--- config.mk ---
export PLATFORM = sky130hd
export DESIGN_NAME = i2c_apb_regs
export DESIGN_NICKNAME = d
export VERILOG_FILES = /design/src/rtl/i2c_apb_regs.sv
export SDC_FILE = /design/constraint.sdc
export NUM_CORES = 1
export LEC_CHECK = 0
export CORE_MARGIN = 2
export CORE_UTILIZATION = 30
export DETAILED_ROUTE_END_ITERATION = 16
export PLACE_DENSITY = 0.5
export SETUP_SLACK_MARGIN = 0.1
export SLEW_MARGIN = 20
export SYNTH_ARGS = -nofsm -noshare
export SYNTH_HDL_FRONTEND = slang
export SYNTH_SLANG_ARGS = --single-unit
--- constraint.sdc ---
create_clock -name clk -period 2.6 [get_ports clk]
set_input_delay 0.26 -clock clk [delete_from_list [all_inputs] [get_ports clk]]
set_output_delay 0.26 -clock clk [all_outputs]
set_load 0.05 [all_outputs]
--- src/rtl/i2c_apb_regs.sv ---
// APB register file for the I2C controller: control, address, timing and interrupt state,
// FIFO push/pop strobes and a soft-reset pulse generator for the core.
module i2c_apb_regs #(
  parameter int unsigned ADDR_W   = 9,
  parameter int unsigned FIFO_AW  = 4,
  parameter int unsigned NIRQ     = 8,
  parameter int unsigned TIMING_W = 32,
  parameter int unsigned SRST_CYC = 10
) (
  input  logic                clk,
  input  logic                rstn,
  input  logic                psel,
  input  logic                penable,
  input  logic                pwrite,
  input  logic [ADDR_W-1:0]   paddr,
  input  logic [31:0]         pwdata,
  output logic [31:0]         prdata,
  output logic                pready,
  output logic                pslverr,
  output logic                irq,
  input  logic [FIFO_AW:0]    tx_fifo_ocy,
  input  logic [FIFO_AW:0]    rx_fifo_ocy,
  output logic                tx_fifo_wr,
  output logic [9:0]          tx_fifo_wdat,
  output logic                rx_fifo_rd,
  input  logic [7:0]          rx_fifo_rdat,
  output logic [FIFO_AW:0]    rx_fifo_pirq,
  output logic [9:0]          slv_adr,
  output logic                srstn,
  output logic [6:0]          cr,
  input  logic [6:0]          cr_set,
  input  logic [6:0]          cr_clr,
  input  logic [7:0]          sr,
  input  logic [NIRQ-1:0]     irq_req,
  output logic [TIMING_W-1:0] tsusta,
  output logic [TIMING_W-1:0] tsusto,
  output logic [TIMING_W-1:0] thdsta,
  output logic [TIMING_W-1:0] tsudat,
  output logic [TIMING_W-1:0] tbuf,
  output logic [TIMING_W-1:0] thigh,
  output logic [TIMING_W-1:0] tlow,
  output logic [TIMING_W-1:0] thddat
);

  localparam int unsigned OCY_W = FIFO_AW + 1;
  localparam int unsigned CNT_W = 4;
  localparam logic [OCY_W-1:0] FIFO_FULL = {1'b1, {FIFO_AW{1'b0}}};
  localparam logic [31:0] BAD_DATA = 32'hdeadbeef;

  localparam logic [8:0] A_GIE   = 9'h01C;
  localparam logic [8:0] A_ISR   = 9'h020;
  localparam logic [8:0] A_IER   = 9'h028;
  localparam logic [8:0] A_IMODE = 9'h02C;
  localparam logic [8:0] A_SOFTR = 9'h040;
  localparam logic [8:0] A_CR    = 9'h100;
  localparam logic [8:0] A_SR    = 9'h104;
  localparam logic [8:0] A_TXD   = 9'h108;
  localparam logic [8:0] A_RXD   = 9'h10C;
  localparam logic [8:0] A_ADR   = 9'h110;
  localparam logic [8:0] A_TXOCY = 9'h114;
  localparam logic [8:0] A_RXOCY = 9'h118;
  localparam logic [8:0] A_TEN   = 9'h11C;
  localparam logic [8:0] A_PIRQ  = 9'h120;
  localparam logic [8:0] A_TIM0  = 9'h128;

  // Timing reset values, index 0 = tsusta ... index 7 = thddat
  localparam logic [7:0][31:0] TIM_RST = {32'h040, 32'h1ed, 32'h1ed, 32'h1f4,
                                          32'h100, 32'h1ae, 32'h1f4, 32'h23a};

  typedef enum logic {S_IDLE, S_WAIT} state_e;

  state_e                     state_q, state_d;
  logic [31:0]                prdata_q, prdata_d;
  logic                       rderr_q, rderr_d;
  logic [6:0]                 cr_q, cr_d;
  logic                       gie_q, gie_d;
  logic [NIRQ-1:0]            isr_q, isr_d;
  logic [NIRQ-1:0]            ier_q, ier_d;
  logic [NIRQ-1:0]            imode_q, imode_d;
  logic [NIRQ-1:0]            irq_req_q;
  logic [6:0]                 adr_q, adr_d;
  logic [2:0]                 ten_q, ten_d;
  logic [OCY_W-1:0]           pirq_q, pirq_d;
  logic [7:0][TIMING_W-1:0]   tim_q, tim_d;
  logic [CNT_W-1:0]           cnt_q, cnt_d;
  logic                       srstn_q, srstn_d;

  logic [8:0]                 a;
  logic [ADDR_W-1:0]          paddr_unused;
  logic                       wr_acc, rd_acc, tx_full, rx_empty;
  logic                       tim_hit, mapped, rd_err, wr_err;
  logic [2:0]                 tim_idx;
  logic [31:0]                rmux, rd_data;
  logic [NIRQ-1:0]            w1c, irq_evt;

  assign a            = paddr[8:0];
  assign paddr_unused = paddr;
  assign wr_acc   = psel & penable &  pwrite & (state_q == S_IDLE);
  assign rd_acc   = psel & penable & ~pwrite & (state_q == S_IDLE);
  assign tx_full  = (tx_fifo_ocy == FIFO_FULL);
  assign rx_empty = (rx_fifo_ocy == '0);

  // Address decode and read mux
  always_comb begin
    tim_hit = 1'b0;
    tim_idx = '0;
    for (int i = 0; i < 8; i++) begin
      if (a == 9'(32'(A_TIM0) + 32'(4 * i))) begin
        tim_hit = 1'b1;
        tim_idx = 3'(i);
      end
    end
    mapped = 1'b1;
    rmux   = '0;
    case (a)
      A_GIE:          rmux = {gie_q, 31'b0};
      A_ISR:          rmux = 32'(isr_q);
      A_IER:          rmux = 32'(ier_q);
      A_IMODE:        rmux = 32'(imode_q);
      A_SOFTR, A_TXD: rmux = '0;
      A_CR:           rmux = 32'(cr_q);
      A_SR:           rmux = 32'(sr);
      A_RXD:          rmux = 32'(rx_fifo_rdat);
      A_ADR:          rmux = 32'({adr_q, 1'b0});
      A_TXOCY:        rmux = 32'(tx_fifo_ocy);
      A_RXOCY:        rmux = 32'(rx_fifo_ocy);
      A_TEN:          rmux = 32'(ten_q);
      A_PIRQ:         rmux = 32'(pirq_q);
      default: begin
        mapped = tim_hit;
        rmux   = tim_hit ? 32'(tim_q[tim_idx]) : 32'h0;
      end
    endcase
    rd_err  = ~mapped | ((a == A_RXD) & rx_empty);
    wr_err  = ~mapped | ((a == A_TXD) & tx_full);
    rd_data = ~mapped ? BAD_DATA : (((a == A_RXD) & rx_empty) ? 32'h0 : rmux);
  end

  // Next-state logic for the handshake FSM and all registers
  always_comb begin
    state_d  = state_q;
    prdata_d = prdata_q;
    rderr_d  = rderr_q;
    gie_d    = gie_q;
    ier_d    = ier_q;
    imode_d  = imode_q;
    adr_d    = adr_q;
    ten_d    = ten_q;
    pirq_d   = pirq_q;
    tim_d    = tim_q;
    w1c      = '0;
    cr_d     = (cr_q | cr_set) & ~cr_clr;
    cnt_d    = (cnt_q != '0) ? cnt_q - CNT_W'(1) : '0;

    case (state_q)
      S_IDLE: begin
        if (rd_acc) begin
          state_d  = S_WAIT;
          prdata_d = rd_data;
          rderr_d  = rd_err;
        end
      end
      S_WAIT:  state_d = S_IDLE;
      default: state_d = S_IDLE;
    endcase

    if (wr_acc && mapped) begin
      case (a)
        A_GIE:   gie_d   = pwdata[31];
        A_ISR:   w1c     = pwdata[NIRQ-1:0];
        A_IER:   ier_d   = pwdata[NIRQ-1:0];
        A_IMODE: imode_d = pwdata[NIRQ-1:0];
        A_SOFTR: if (pwdata == 32'h0000000A) cnt_d = CNT_W'(SRST_CYC);
        A_CR:    cr_d    = pwdata[6:0];
        A_ADR:   adr_d   = pwdata[7:1];
        A_TEN:   ten_d   = pwdata[2:0];
        A_PIRQ:  pirq_d  = pwdata[OCY_W-1:0];
        default: if (tim_hit) tim_d[tim_idx] = pwdata[TIMING_W-1:0];
      endcase
    end

    // Edge-mode bits only fire on a rising request; a new event beats a W1C
    irq_evt = irq_req & ~(imode_q & irq_req_q);
    isr_d   = (isr_q & ~w1c) | irq_evt;
    srstn_d = (cnt_d == '0);
  end

  always_ff @(posedge clk or negedge rstn) begin
    if (!rstn) begin
      state_q   <= S_IDLE;
      prdata_q  <= '0;
      rderr_q   <= 1'b0;
      cr_q      <= '0;
      gie_q     <= 1'b0;
      isr_q     <= '0;
      ier_q     <= '0;
      imode_q   <= '0;
      irq_req_q <= '0;
      adr_q     <= '0;
      ten_q     <= '0;
      pirq_q    <= OCY_W'(1);
      cnt_q     <= '0;
      srstn_q   <= 1'b1;
      for (int i = 0; i < 8; i++) tim_q[i] <= TIMING_W'(TIM_RST[i]);
    end else begin
      state_q   <= state_d;
      prdata_q  <= prdata_d;
      rderr_q   <= rderr_d;
      cr_q      <= cr_d;
      gie_q     <= gie_d;
      isr_q     <= isr_d;
      ier_q     <= ier_d;
      imode_q   <= imode_d;
      irq_req_q <= irq_req;
      adr_q     <= adr_d;
      ten_q     <= ten_d;
      pirq_q    <= pirq_d;
      cnt_q     <= cnt_d;
      srstn_q   <= srstn_d;
      tim_q     <= tim_d;
    end
  end

  assign pready       = psel & penable & ((state_q == S_WAIT) | pwrite);
  assign pslverr      = psel & penable & ((state_q == S_WAIT) ? rderr_q : (pwrite & wr_err));
  assign prdata       = prdata_q;
  assign irq          = gie_q & (|(isr_q & ier_q));
  assign tx_fifo_wr   = wr_acc & (a == A_TXD) & ~tx_full;
  assign tx_fifo_wdat = pwdata[9:0];
  assign rx_fifo_rd   = rd_acc & (a == A_RXD) & ~rx_empty;
  assign rx_fifo_pirq = pirq_q;
  assign slv_adr      = {ten_q, adr_q};
  assign srstn        = srstn_q;
  assign cr           = cr_q;
  assign tsusta       = tim_q[0];
  assign tsusto       = tim_q[1];
  assign thdsta       = tim_q[2];
  assign tsudat       = tim_q[3];
  assign tbuf         = tim_q[4];
  assign thigh        = tim_q[5];
  assign tlow         = tim_q[6];
  assign thddat       = tim_q[7];

endmodule
; ---- Word-level counts from Yosys, hierarchy flattened
; Cells that the tools add are included.
[totals]
reg_bits = 350
elab_cells = 136
inputBits = 94
out_inout_bits = 326
[classes]
addsub = 1
n_lt_le_gt_ge = 2
n_eq_ne = 24
reduce_logical = 17
bitwise_logic = 34
mux = 36
[ops]
columns = cell, count
row1 = $pmux 32 s13, 1
row2 = $bwmux 256, 1
row3 = $mux 32, 5
row4 = $eq 9x9->1 const B, 17
row5 = $bmux 32 s3, 1
row6 = $demux 32 s3, 1
row7 = $and 8x8->8, 4
row8 = $eq 32x4->1 const B, 1
row9 = $eq 9x6->1 const B, 3
row10 = $mux 4, 4
row11 = $mux 8, 2
row12 = $not 8->8, 2
row13 = $and 1x1->1, 15
row14 = $mux 3, 5
row15 = $mux 7, 2
row16 = $reduce_and 2->1, 7
row17 = $reduce_or 14->1, 1
row18 = $mux 1, 12
row19 = $eq 9x5->1 const B, 1
row20 = $eq 9x7->1 const B, 1
row21 = $reduce_or 9->1, 1
row22 = $or 8x8->8, 1
row23 = $reduce_or 8->1, 1
row24 = $and 7x7->7, 1
row25 = other kinds (16), 24

; ---- Longest topological paths before layout
; Gate-level depths: netlist (run 1).
[depth]
word_depth = 15
ltp_mapped = 10
mapped_depth_nobuf = 7

; ---- Worst setup path after synthesis (run 1)
; OpenSTA, ideal clock, no wires.
[synth_timing]
kind = input-to-output
startpoint = input paddr[6]
endpoint = output rx_fifo_rd
setup_slack_ps = -414
n_path_buf = 1
t_arrival_ps = 2754
t_required_ps = 2340
stages = 4
path_cell_list = clkbuf_1 -> nor3b_1 -> nand2_1 -> nor4_1
[synth_between]
elab_chain_cells = 3
[synth_rtl]
columns = element, line_no
row1 = start: declaration, 15  ; input logic [ADDR_W-1:0] paddr,
row2 = $eq 9x9->1, 230  ; assign rx_fifo_rd = rd_acc & (a == A_RXD) & ~rx_empty;
row3 = $and 1x1->1 (2 in a row), 230
row4 = end: declaration, 25  ; output logic rx_fifo_rd,
; Every way passes these cells.

; ---- Final worst setup path (run 1)
[layout_timing]
startpoint = input paddr[1]
endpoint = output pslverr
[layout_between]
elab_chain_cells = 15
elab_cells_between_ends = 38
classes_between = eq/ne: 22 / mux: 10 / bitwise: 5 / reduce/logical: 1
[layout_rtl]
columns = element, line_no
row1 = $eq 9x9->1, 108  ; if (a == 9'(32'(A_TIM0) + 32'(4 * i))) begin
row2 = $mux 1 (8 in a row), 108
row3 = $mux 1, 115  ; case (a)
row4 = $not 1->1, n/a
row5 = $or 1x1->1 (*), 135  ; wr_err = ~mapped | ((a == A_TXD) & tx_full);
row6 = $and 1x1->1 (*), 225  ; assign pslverr = psel & penable & ((state_q == S_WAIT) ? rderr_q : (pwrite & wr_err));
row7 = $mux 1 (*), 225
row8 = $and 1x1->1 (*), 225
row9 = end: declaration, 19  ; output logic pslverr,
; Mark *: on every way between the ends. The rest lies on a longest branch, timed or not.

==> results of run 1 <==
## final timing paths
check | start | to | slack, ps | cells after the start
setup / recovery | paddr[1] | pslverr | 140 | 8
hold / removal | irq_req[2] | irq_req_q[2]$_DFF_PN0_ | 170 | 1
setup reg to reg | state_q$_DFF_PN0_ | prdata[1]$_DFFE_PN0P_ | 530 | 7
hold reg to reg | prdata[29]$_DFFE_PN0P_ | prdata[29]$_DFFE_PN0P_ | 480 | 2
max in group asynchronous | rstn | tsusta[1]$_DFFE_PN1P_ | 1510 | 3
min in group asynchronous | rstn | thddat[27]$_DFFE_PN0P_ | 240 | 2
## cells in the mapped netlist, types with 3 or more instances
cell type	number
dfstp_2	41
a211oi_1	4
a22oi_1	16
a22o_1	11
clkbuf_1	40
nor3_1	18
or4_1	4
buf_2	19
nor3b_1	3
mux2_1	99
o211ai_1	4
nor4_1	12
nand2_1	98
inv_1	5
nor2_4	3
a21oi_1	54
a31oi_1	3
and3_1	4
and2_1	6
mux2_2	212
nand2b_1	6
buf_6	15
dfrtp_1	309
o21ai_0	37
nand3_1	22
nor2_1	69
nor4_4	4
a211o_1	3
buf_1	7
a21o_1	3
nand4_1	19
a32o_1	7
nor2b_1	6
mux2i_1	53
buf_4	21
o22ai_1	55
## final cells by class
class	count	area share, %
Antenna cell	2	0.0203
Clock buffer	63	4.91
Clock inverter	9	0.472
Inverter	5	0.0762
Multi-Input combinational cell	899	29.9
Sequential cell	350	35.8
Tap cell	748	3.80
Timing Repair Buffer	626	25.1
## cell families after synthesis
family / synth area share (%)
AND/OR/NAND/NOR: 9.62
AO/OA/AOI/OAI: 9.40
multiplexers: 24.4
flip-flops: 52.8
buffers and inverters: 3.73
## state kept, by name, summed over array words and instances, names as in the netlist, 32 cells and up
signal  flops
tsusta     32
thigh      32
thdsta     32
tsudat     32
tbuf       32
tsusto     32
thddat     32
prdata     32
tlow       32
## routing by layer
| metal | part of all wire [%] | wire, um |
|---|---|---|
| met2 | 47 | 33900 |
| met3 | 5.8 | 4190 |
| met5 | 0 | 0 |
| met4 | 2.5 | 1800 |
| met1 | 44 | 31800 |
## what timing repair did
item	in CTS	in global routing
hold buffers	1	0
endpoints found under the hold margin	48	0
resized for setup	23	9
endpoints found under the setup margin	4	4
setup buffers	6	2
pin swaps	4	7
## power breakdown
| group | internal, mW | leakage (nW) | switching, mW |
|---|---|---|---|
| clock network | 3.41 | 0.647 | 2.40 |
| logic | 0.498 | 5.85 | 0.830 |
| registers | 5.53 | 4.56 | 0.0666 |
## worst max-delay path: cells and delay by family
| family | cells | cell delay (ps) |
|---|---|---|
| buffers and inverters | 4 | 790 |
| AO/OA/AOI/OAI | 2 | 330 |
| AND/OR/NAND/NOR | 2 | 820 |
==> impl_metrics.ini, run 1 <==
[setup_path]
cpMostUsedCell = buf_4
max_stage_delay_ps = 560
crit_path_top_delay_cell = or3b_2
worst_setup_path_start_kind = primary input
crit_chain = dlygate4sd2_1 > buf_4 > buf_4 > or3b_2 > nor3_2 > a21oi_2 > o22ai_4 > buf_6
crit_type = primary input to output port
cp_max_fo = 5
crit_required_ps = 2340
crit_path_end_kind = output port
worstPathArrival_ps = 2200

[global_routing]
grt_pass1_wl_mm = 103
track_usage_pct = 24.6
busiest_layer = met2
antenna_found_initial = 3
use_met3_pct = 4.40
grt_pass1_vias = 14600
grt_max_degree = 72
gr-usage-met1_pct = 33.7
use_met2_pct = 39.8
gr-total-overflow = 0

[finish]
fin_area_um2 = 24600
num-nets-final = 2018
drive_gt1_share_pct = 29.6
final_common_cell = clkdlybuf4s50_1
multi_input_area_um2 = 7360
utilization_pct = 44.8
fill_cells = 5137
final-seq-area_um2 = 8810
syn2layout_area_growth_pct = 47.7
final_cell_mix = clkdlybuf4s50_1, dfrtp_1, mux2_2, buf_4, mux2_1
fin_cells = 2702

[synthesis]
ys.flop_type = dfrtp_1
synth_nets = 1451
synth-seq-area-share_pct = 52.8
ys_warn_count = 0
synth_area_leaders = dfrtp_1, mux2_2, mux2_1, dfstp_2, mux2i_1
syn_inst = 1357
syn-cell-area_um2 = 16700
ys_ff_latch = 350
synth_edf_count = 0
yosys.area.top_type_share_pct = 46.4
async_flop_share_pct = 100
synth.distinct_cells = 86
avgSynthCellArea_um2 = 12.3
yosysTopAreaCell = dfrtp_1

[power]
leakage_nw = 11.1
ir_drop_uv = 442
p_per_area_nw_per_um2 = 517
power_mw = 12.7

[placed_design]
placed_cell_area_um2 = 23100
dp_hpwl_mm = 51.8
portBuffers = 419
post-place-cells = 2619
place_ws_ps = -424
gp_congestion = 0.894

[sta]
fin_hold_ws_ps = 167
relSlewSlack_pct = 40.5
finalCritPeriodShare_pct = 94.8
clock_skew_ps = 22.8
worst_slew_pin_slew_ps = 884
setup_viol = 0
fmax_ghz = 0.406
grt_setup_unrepaired = yes
hold_viol = 0
setup_tns_ps = 0
slew_violations = 0
setup_ws_ps = 136
min_period_ps = 2460

[floorplanning]
core_um2 = 55000
die_area_um2 = 57500
rows = 86
dieWidth_um = 240
start_util_pct = 30.3
io_pins = 420
die_h_um = 240

[status]
status = complete, no violations

[clocking]
insertion_delay_ps = 580
cts-root-buf = clkbuf_16
h-tree-depth = 2
clk_pin_slew_ps = 50
cts.path.max_buffers = 3
numCtsBuffers = 42
cts_sinks = 350
cts_tree = built

[route]
viasPerCell = 5.16
ant_nets = 0
wirelength_mm = 71.8
drc_errors = 0
dr.pass1.iters = 6
vias = 14000
post_drt_wl_per_cell_um = 26.6
drt-initial-drc-count = 974

[job]
drv_cap = 0

[worst_hold_path]
hold_path_class = primary input to flop
(Power assumes the default switching activity.)
==> run 2, diff against run 1 <==
--- a/config.mk
+++ b/config.mk
@@ -6,9 +6,9 @@
 export NUM_CORES = 1
 export LEC_CHECK = 0
 export CORE_MARGIN = 2
-export CORE_UTILIZATION = 30
+export CORE_UTILIZATION = 27
 export DETAILED_ROUTE_END_ITERATION = 16
-export PLACE_DENSITY = 0.5
+export PLACE_DENSITY = 0.46
 export SETUP_SLACK_MARGIN = 0.1
 export SLEW_MARGIN = 20
 export SYNTH_ARGS = -nofsm -noshare
==> run 2 against run 1 <==
Clock skew is 9.0 ps lower. Critical endpoint is now tlow[10]$_DFFE_PN0P_. Die area is 11% higher. Largest power group unchanged. Routed wire length is 3.2% higher. Clock power is 2% lower.
==> impl_metrics.ini, run 2 (same netlist as run 1, synthesis figures left out) <==
[setup_path]
cpMostUsedCell = buf_4
regToRegSetupSlack_ps = 540
timing.rr.end = cr[2]$_DFF_PN0_
crit_path_end_kind = flop
max_stage_delay_ps = 500
timing.rr.start = state_q$_DFF_PN0_
crit_required_ps = 3050
crit_type = primary input to flop
worst_setup_path_start_kind = primary input
crit_path_top_delay_cell = or4b_4
rr_worst_depth = 7
worstPathArrival_ps = 2860
cp_max_fo = 7
worst-path-buf-inv = 5
crit_chain = clkdlybuf4s50_1 > or4b_4 > buf_4 > buf_4 > o21ai_4 > nand2_4 > nor4_4 > buf_4 > buf_4 > mux2_1
crit_family = buffers and inverters

[clocking]
cts_tree = built
cts.path.max_buffers = 3
h-tree-depth = 2
insertion_delay_ps = 580
numCtsBuffers = 42
clk_pin_slew_ps = 60
cts-root-buf = clkbuf_16
cts_sinks = 350

[floorplanning]
rows = 91
dieWidth_um = 253
start_util_pct = 27.2
core_um2 = 61400
io_pins = 420
die_area_um2 = 63800
die_h_um = 253

[finish]
final_cell_mix = clkdlybuf4s50_1, dfrtp_1, mux2_2, buf_4, mux2_1
num-nets-final = 2026
drive_gt1_share_pct = 29.9
syn2layout_area_growth_pct = 48.0
final_common_cell = clkdlybuf4s50_1

[global_routing]
antenna_found_initial = 4
track_usage_pct = 23.0
gr-total-overflow = 0
grt_pass1_wl_mm = 106
grt_pass1_vias = 14600
grt_max_degree = 68

[route]
post_drt_wl_per_cell_um = 26.9
drt-initial-drc-count = 909
wirelength_mm = 74.1
ant_nets = 0
drc_errors = 0
viasPerCell = 5.09
dr.pass1.iters = 5
vias = 14000

[sta]
finalCritPeriodShare_pct = 92.5
clock_skew_ps = 13.8
relSlewSlack_pct = 38.0
worst_slew_pin_slew_ps = 922
slew_violations = 0
min_period_ps = 2410
setup_viol = 0
fmax_ghz = 0.416
setup_tns_ps = 0
grt_setup_unrepaired = no
hold_viol = 0

[power]
p_per_area_nw_per_um2 = 511
leakage_nw = 11.1
ir_drop_uv = 411
power_mw = 12.6

[placed_design]
gp_congestion = 0.915
portBuffers = 419
dp_hpwl_mm = 54.7

[job]
drv_cap = 0

[worst_hold_path]
hold_path_class = primary input to flop
hold_start = irq_req[1]
holdPathEnd = irq_req_q[1]$_DFF_PN0_
hold_depth = 1

[status]
status = complete, no violations
-- run 2: cell count changes in the layout (fill, tap and decap cells not counted), sizes merged --
cell,change
buf,+8
bufinv,-1
clkbuf,+4
clkdlybuf4s15,-1
clkinv,+2
dlygate4sd2,-1
dlymetal6s2s,+1
inv,-1
-- run 2: power by group --
part	internal (mW)	leakage [nW]	switching (mW)
Sequential	5.53	4.56	0.0671
Clock	3.31	0.635	2.40
Combinational	0.499	5.89	0.828
Total	9.34	11.1	3.29
-- run 2: per-stage QoR --
stage	utilization, %	instances	hold slack (ps)	setup slack (ps)	instance area (um^2)
2_1_floorplan	-	1357	-35.6	135	16700
3_3_place_gp	37.8	2668	242	-413	23200
3_5_place_dp	37.8	2668	238	-421	23200
4_1_cts	40.1	2750	156	94.0	24600
5_1_grt	40.2	2753	167	102	24700
6_report	40.2	2755	177	194	24700
-- run 2: repair_timing --
action                     4_1_cts  5_1_grt
setup endpoints to repair        4       39
setup buffers                    6        3
hold endpoints to repair        43        0
hold buffers                     1        0
gates resized for setup         28        9
pin swaps                        2        2
-- run 2: how the worst max path moves through the flow --
stage | start | to | slack [ps] | depth (start not counted)
floorplan | paddr[6] | rx_fifo_rd | 140 | 4
global placement | paddr[5] | prdata[6]$_DFFE_PN0P_ | -410 | 10
detailed placement | paddr[4] | tlow[22]$_DFFE_PN0P_ | -420 | 7
CTS | paddr[6] | pslverr | 90 | 9
global route | paddr[6] | tlow[23]$_DFFE_PN0P_ | 100 | 9
finish | paddr[6] | tlow[10]$_DFFE_PN0P_ | 190 | 10
-- run 2: worst reg2reg max path, cell delays in order (launching register included) --
cell	delay (ps)
dfrtp_1	390
nor2_1	130
and2_1	430
buf_4	200
o211a_1	220
nand2_1	130
buf_4	190
mux2_2	270
-- run 2: cell type report --
type	instances	area, um^2
fillers	5903	36700
flip-flops and latches	350	8810
multi-input cells	899	7370
repair buffers	634	6200
clock buffers	66	1210
well taps	790	988
clock inverters	9	91.3
inverters	5	18.8
diodes	2	5.00
-- run 2: metal layers --
metal / routed length, um / up-vias / global-route usage (%)
met4: 2350 / 0 / 7.64
met5: 0 / - / 0
met3: 4760 / 110 / 4.68
met2: 34800 / 512 / 37.1
li1: - / 6164 / -
met1: 32200 / 7241 / 30.8
==> run 3, diff against run 2 <==
--- a/config.mk
+++ b/config.mk
@@ -8,7 +8,6 @@
 export CORE_MARGIN = 2
 export CORE_UTILIZATION = 27
 export DETAILED_ROUTE_END_ITERATION = 16
-export PLACE_DENSITY = 0.46
 export SETUP_SLACK_MARGIN = 0.1
 export SLEW_MARGIN = 20
 export SYNTH_ARGS = -nofsm -noshare
==> run 3 against run 2 <==
Worst hold slack worse by 4.5 ps. Register-to-register slack worse by 130 ps. Utilization up 0.41 points. Non-clock buffer count up 9. Sequential cell count unchanged. Cell count up 0.36%. Combinational power about the same. Fmax down 1.1%. Clock skew down 5.5 ps. First-iteration DRC count down 0.22%. Critical path type unchanged. Largest power group unchanged. Highest routed layer unchanged.
==> impl_metrics.ini, run 3 (same netlist as run 1, synthesis figures left out) <==
[status]
status = complete, no violations

[finish]
syn2layout_area_growth_pct = 49.5
num-nets-final = 2033
fill_cells = 5776
fin_cells = 2765
drive_gt1_share_pct = 30.5
utilization_pct = 40.6
final_common_cell = clkdlybuf4s50_1
final_cell_mix = clkdlybuf4s50_1, dfrtp_1, mux2_2, buf_4, mux2_1
fin_area_um2 = 24900

[setup_path]
rr_worst_depth = 6
worst_setup_path_start_kind = primary input
timing.rr.end = rx_fifo_pirq[4]$_DFFE_PN0P_
crit_path_end_kind = flop
regToRegSetupSlack_ps = 410
crit_required_ps = 3040
cp_max_fo = 8
crit_type = primary input to flop
worstPathArrival_ps = 2870
timing.rr.start = state_q$_DFF_PN0_

[floorplanning]
core_um2 = 61400
die_h_um = 253
io_pins = 420
die_area_um2 = 63800
rows = 91
start_util_pct = 27.2
dieWidth_um = 253

[clocking]
clk_pin_slew_ps = 60
cts_sinks = 350
numCtsBuffers = 40
cts_tree = built
h-tree-depth = 2
cts.path.max_buffers = 3
insertion_delay_ps = 560
cts-root-buf = clkbuf_16

[placed_design]
portBuffers = 419
dp_hpwl_mm = 53.9
post-place-cells = 2681
place_ws_ps = -579
placed_cell_area_um2 = 23400
gp_congestion = 0.922

[route]
vias = 14300
viasPerCell = 5.16
drc_errors = 0
drt-initial-drc-count = 907
post_drt_wl_per_cell_um = 26.2
wirelength_mm = 72.4
ant_nets = 0
dr.pass1.iters = 6

[power]
ir_drop_uv = 431
p_per_area_nw_per_um2 = 525
leakage_nw = 11.2
power_mw = 13.1

[global_routing]
use_met2_pct = 35.2
use_met3_pct = 5.73
busiest_layer = met2
grt_pass1_vias = 15000
antenna_found_initial = 1
gr-usage-met1_pct = 28.8
grt_pass1_wl_mm = 104
track_usage_pct = 22.2
gr-total-overflow = 0
grt_max_degree = 90

[worst_hold_path]
hold_depth = 1
hold_start = irq_req[3]
holdPathEnd = irq_req_q[3]$_DFF_PN0_
hold_path_class = primary input to flop

[sta]
fin_hold_ws_ps = 173
finalCritPeriodShare_pct = 93.5
setup_viol = 0
worst_slew_pin_slew_ps = 956
setup_ws_ps = 168
hold_viol = 0
relSlewSlack_pct = 35.6
fmax_ghz = 0.411
setup_tns_ps = 0
clock_skew_ps = 8.29
slew_violations = 0
grt_setup_unrepaired = no
min_period_ps = 2430

[job]
drv_cap = 0
==> run 3: critical path: stages <==
cell and delay, ps:
clkdlybuf4s50_1 400, buf_4 170, buf_4 170, or4_1 520
nor4_1 430, buf_4 210, nand2b_1 230, a211o_1 150
nor3_1 50, a2111o_1 280
==> run 3: layer usage <==
metal | wire length (um) | vias to the layer above
met1 | 30600 | 7334
met4 | 2800 | 0
met3 | 5490 | 149
met2 | 33400 | 610
li1 | - | 6173
met5 | 0 | -
==> run 3: final cells by class <==
class	count	area, um^2	area share [%]
antenna	4	10.0	0.0401
timing repair buffer	643	6320	25.3
clock inverter	14	234	0.938
inverter	5	18.8	0.0752
clock buffer	60	1200	4.81
multi-input combinational	899	7360	29.5
tap	790	988	3.96
sequential	350	8810	35.3
==> run 3: what timing repair did <==
item	in CTS	in global routing
endpoints found under the hold margin	67	0
resized for setup	22	13
pin swaps	2	3
cloned	0	0
hold buffers	1	0
buffers inserted	3	2
endpoints found under the setup margin	6	4
==> run 3: worst max path at each step <==
stage,startpoint,endpoint,slack (ps),cells past startpoint
6_report,paddr[7],prdata[1]$_DFFE_PN0P_,170,10
2_1_floorplan,paddr[6],rx_fifo_rd,140,4
4_1_cts,paddr[7],rx_fifo_rd,50,9
5_1_grt,paddr[7],rx_fifo_rd,100,9
3_5_place_dp,paddr[4],prdata[3]$_DFFE_PN0P_,-580,11
3_3_place_gp,paddr[4],prdata[3]$_DFFE_PN0P_,-610,11
==> run 3: where the power goes <==
group | internal [mW] | total [mW] | switching (mW)
clock | 3.79 | 6.17 | 2.38
combinational | 0.505 | 1.34 | 0.835
sequential | 5.53 | 5.59 | 0.0604
==> edit: new RTL, flow settings as in run 1 <==
`TIMING_W`: 32 -> 24.
--- a/src/rtl/i2c_apb_regs.sv
+++ b/src/rtl/i2c_apb_regs.sv
@@ -5,5 +5,5 @@
   parameter int unsigned FIFO_AW  = 4,
   parameter int unsigned NIRQ     = 8,
-  parameter int unsigned TIMING_W = 32,
+  parameter int unsigned TIMING_W = 24,
   parameter int unsigned SRST_CYC = 10
 ) (
Interface: changed (8 resized); port bits go from 420 to 356. The function was not compared with the original's and may differ.
==> edit against run 1 <==
Power decreased by 18%; routed wire length is 24% lower; via count decreased by 21%; register-to-register slack got worse by 0.19 ns; sequential cell count fell by 70; clock power decreased by 21%; sequential share of layout area about the same; area after synthesis shrank 21%; synthesized cell count fell by 22%; worst setup slack gained 0.0048 ns; design area shrank 20%; critical path type unchanged; largest cell class unchanged; largest power group unchanged; highest routed layer unchanged.
==> edit: results (changes against run 1) <==
status finished, final reports clean (unchanged); met2 GRT Util 0.382 (was 0.398); DRT iter0 DRCs 807 (was 974); first-pass GRT wire length 81.1 mm (was 103 mm); clk buf depth 3 (unchanged); synth cell count leaders 251 x mux2_2, 239 x dfrtp_1, 68 x nand2_1 (was 309 x dfrtp_1, 212 x mux2_2, 99 x mux2_1); worst min path class input port to flip-flop (unchanged); GP Congestion 0.925 (was 0.894); share of post-route cells with drive strength above 1 0.363 (was 0.296); largest family of logic cells by synthesized area multiplexers (unchanged); mux share of post-synthesis cell area 0.251 (was 0.244); Synth Area in Adders 0 (unchanged); Leak 0.00882 uW (was 0.0111 uW); antenna violations before repair 1 (was 3); Yosys Warn Count 0 (unchanged); vias per cell 5.15 (was 5.16); Worst path top cell family by delay buffers and inverters (was simple AND/OR/NAND/NOR gates); Synth Flop Type dfrtp_1 (unchanged); critical path's largest stage delay 0.52 ns (was 0.56 ns); vias in the first global route 11,400 (was 14,600); xor and xnor area share after synthesis 0 (unchanged); crit path DAT 2.20 ns (about the same); worst-path maximum fanout 6 (was 5); Final Skew 0.0186 ns (was 0.0228 ns); ranking of synthesized cells by area dfrtp_1 45%, mux2_2 21%, dfstp_2 8.1% (was dfrtp_1 46%, mux2_2 14%, mux2_1 6.7%); GR Util met3 0.0477 (was 0.0440); H-tree levels 1 (was 2); VDD IR max 0.000522 V (was 0.000442 V); largest net degree at the start of global routing 80 (was 72); clk_lat worst skew roughly 0.59 ns; post-synthesis compound-gate area fraction 0.0972 (was 0.0940); max reg flops 26; wire per inst 25.6 um (was 26.6 um); IO Port Bufs 353 (was 419); Nets 1,619 (was 2,018); antenna cells 0 (was 2); drt first pass iters 5 (was 6); global router's overall resource usage 0.236 (was 0.246); dpl hpwl 40.7 mm (was 51.8 mm); slowest stage cell, crit path clkdlybuf4s50_1 (was or3b_2); register area share after synthesis 0.534 (was 0.528); asr flop ratio synth 1.00 (unchanged); root buf cell clkbuf_16 (unchanged); Clock transition at path regs roughly 0.06 ns; Slew HR 0.421 (was 0.405); total CTS buffers 31 (was 42); count of different cell masters after synthesis 70 (was 86); met1 track demand over resource 0.324 (was 0.337)
[edit: cell count changes in the layout (fill, tap and decap cells not counted), sizes merged, moves of 35 or more]
| cell | before | now |
|---|---|---|
| mux2 | 311 | 255 |
| dfrtp | 309 | 239 |
| mux2i | 53 | 18 |
| clkdlybuf4s50 | 397 | 334 |
| a21oi | 55 | 14 |
| buf | 220 | 174 |
[edit: metrics by stage]
step	cell area [um2]	std cells	worst slack, ns
4_1_cts	19700	2134	0.0551
6_report	19700	2135	0.141
3_3_place_gp	18500	2074	-0.323
5_1_grt	19700	2135	0.0960
2_1_floorplan	13200	1061	0.294
3_5_place_dp	18500	2074	-0.399
[edit: worst reg2reg max path, stage by stage, from the launching register on]
cell and delay [ns]:
dfrtp_1 0.40, nor2b_1 0.29, nand3_1 0.24, nor2_1 0.18
a21boi_1 0.26, buf_4 0.21, nand2_1 0.10, buf_12 0.16
mux2_2 0.27
[edit: area by class of cell]
| class | instances | area [um2] |
|---|---|---|
| Fill cell | 4113 | 23500 |
| Inverter | 5 | 18.8 |
| Multi-Input combinational cell | 693 | 5890 |
| Timing Repair Buffer | 514 | 4960 |
| Sequential cell | 280 | 7060 |
| Tap cell | 585 | 732 |
| Clock buffer | 51 | 1000 |
| Clock inverter | 7 | 77.6 |
[edit: cell families (layout without fill, tap and decap cells)]
kind of cell,after synthesis,in the layout
other,1,2
buffers and inverters,88,577
AND/OR/NAND/NOR,229,229
multiplexers,285,285
AO/OA/AOI/OAI,177,177
flip-flops,280,280
[edit: repair_timing]
action | in CTS | in global routing
hold buffers | 1 | 0
endpoints found under the setup margin | 3 | 3
buffers inserted | 1 | 1
endpoints found under the hold margin | 55 | 0
pin swaps | 3 | 5
gates resized for setup | 16 | 11
[edit: worst paths after layout]
path,to,depth (start not counted),slack (ns),startpoint
max in group asynchronous,thigh[2]$_DFFE_PN1P_,3,1.47,rstn
worst max register to register,cr[2]$_DFF_PN0_,8,0.34,state_q$_DFF_PN0_
worst min register to register,prdata[10]$_DFFE_PN0P_,1,0.49,prdata[10]$_DFFE_PN0P_
worst min-delay path,irq_req_q[4]$_DFF_PN0_,1,0.16,irq_req[4]
worst max-delay path,pslverr,9,0.14,paddr[6]
min in group asynchronous,imode_q[5]$_DFFE_PN0P_,2,0.27,rstn
[edit: power by group]
part | switching [uW] | total [uW] | internal [uW]
registers | 69.0 | 4510 | 4440
clock network | 1880 | 4600 | 2720
logic | 808 | 1290 | 482
total | 2760 | 10400 | 7640
[edit: layer usage]
| metal | share of wire | vias up |
|---|---|---|
| li1 | - | 4913 |
| met1 | 0.45 | 5696 |
| met2 | 0.47 | 318 |
| met3 | 0.061 | 63 |
| met4 | 0.022 | 0 |
| met5 | 0 | - |
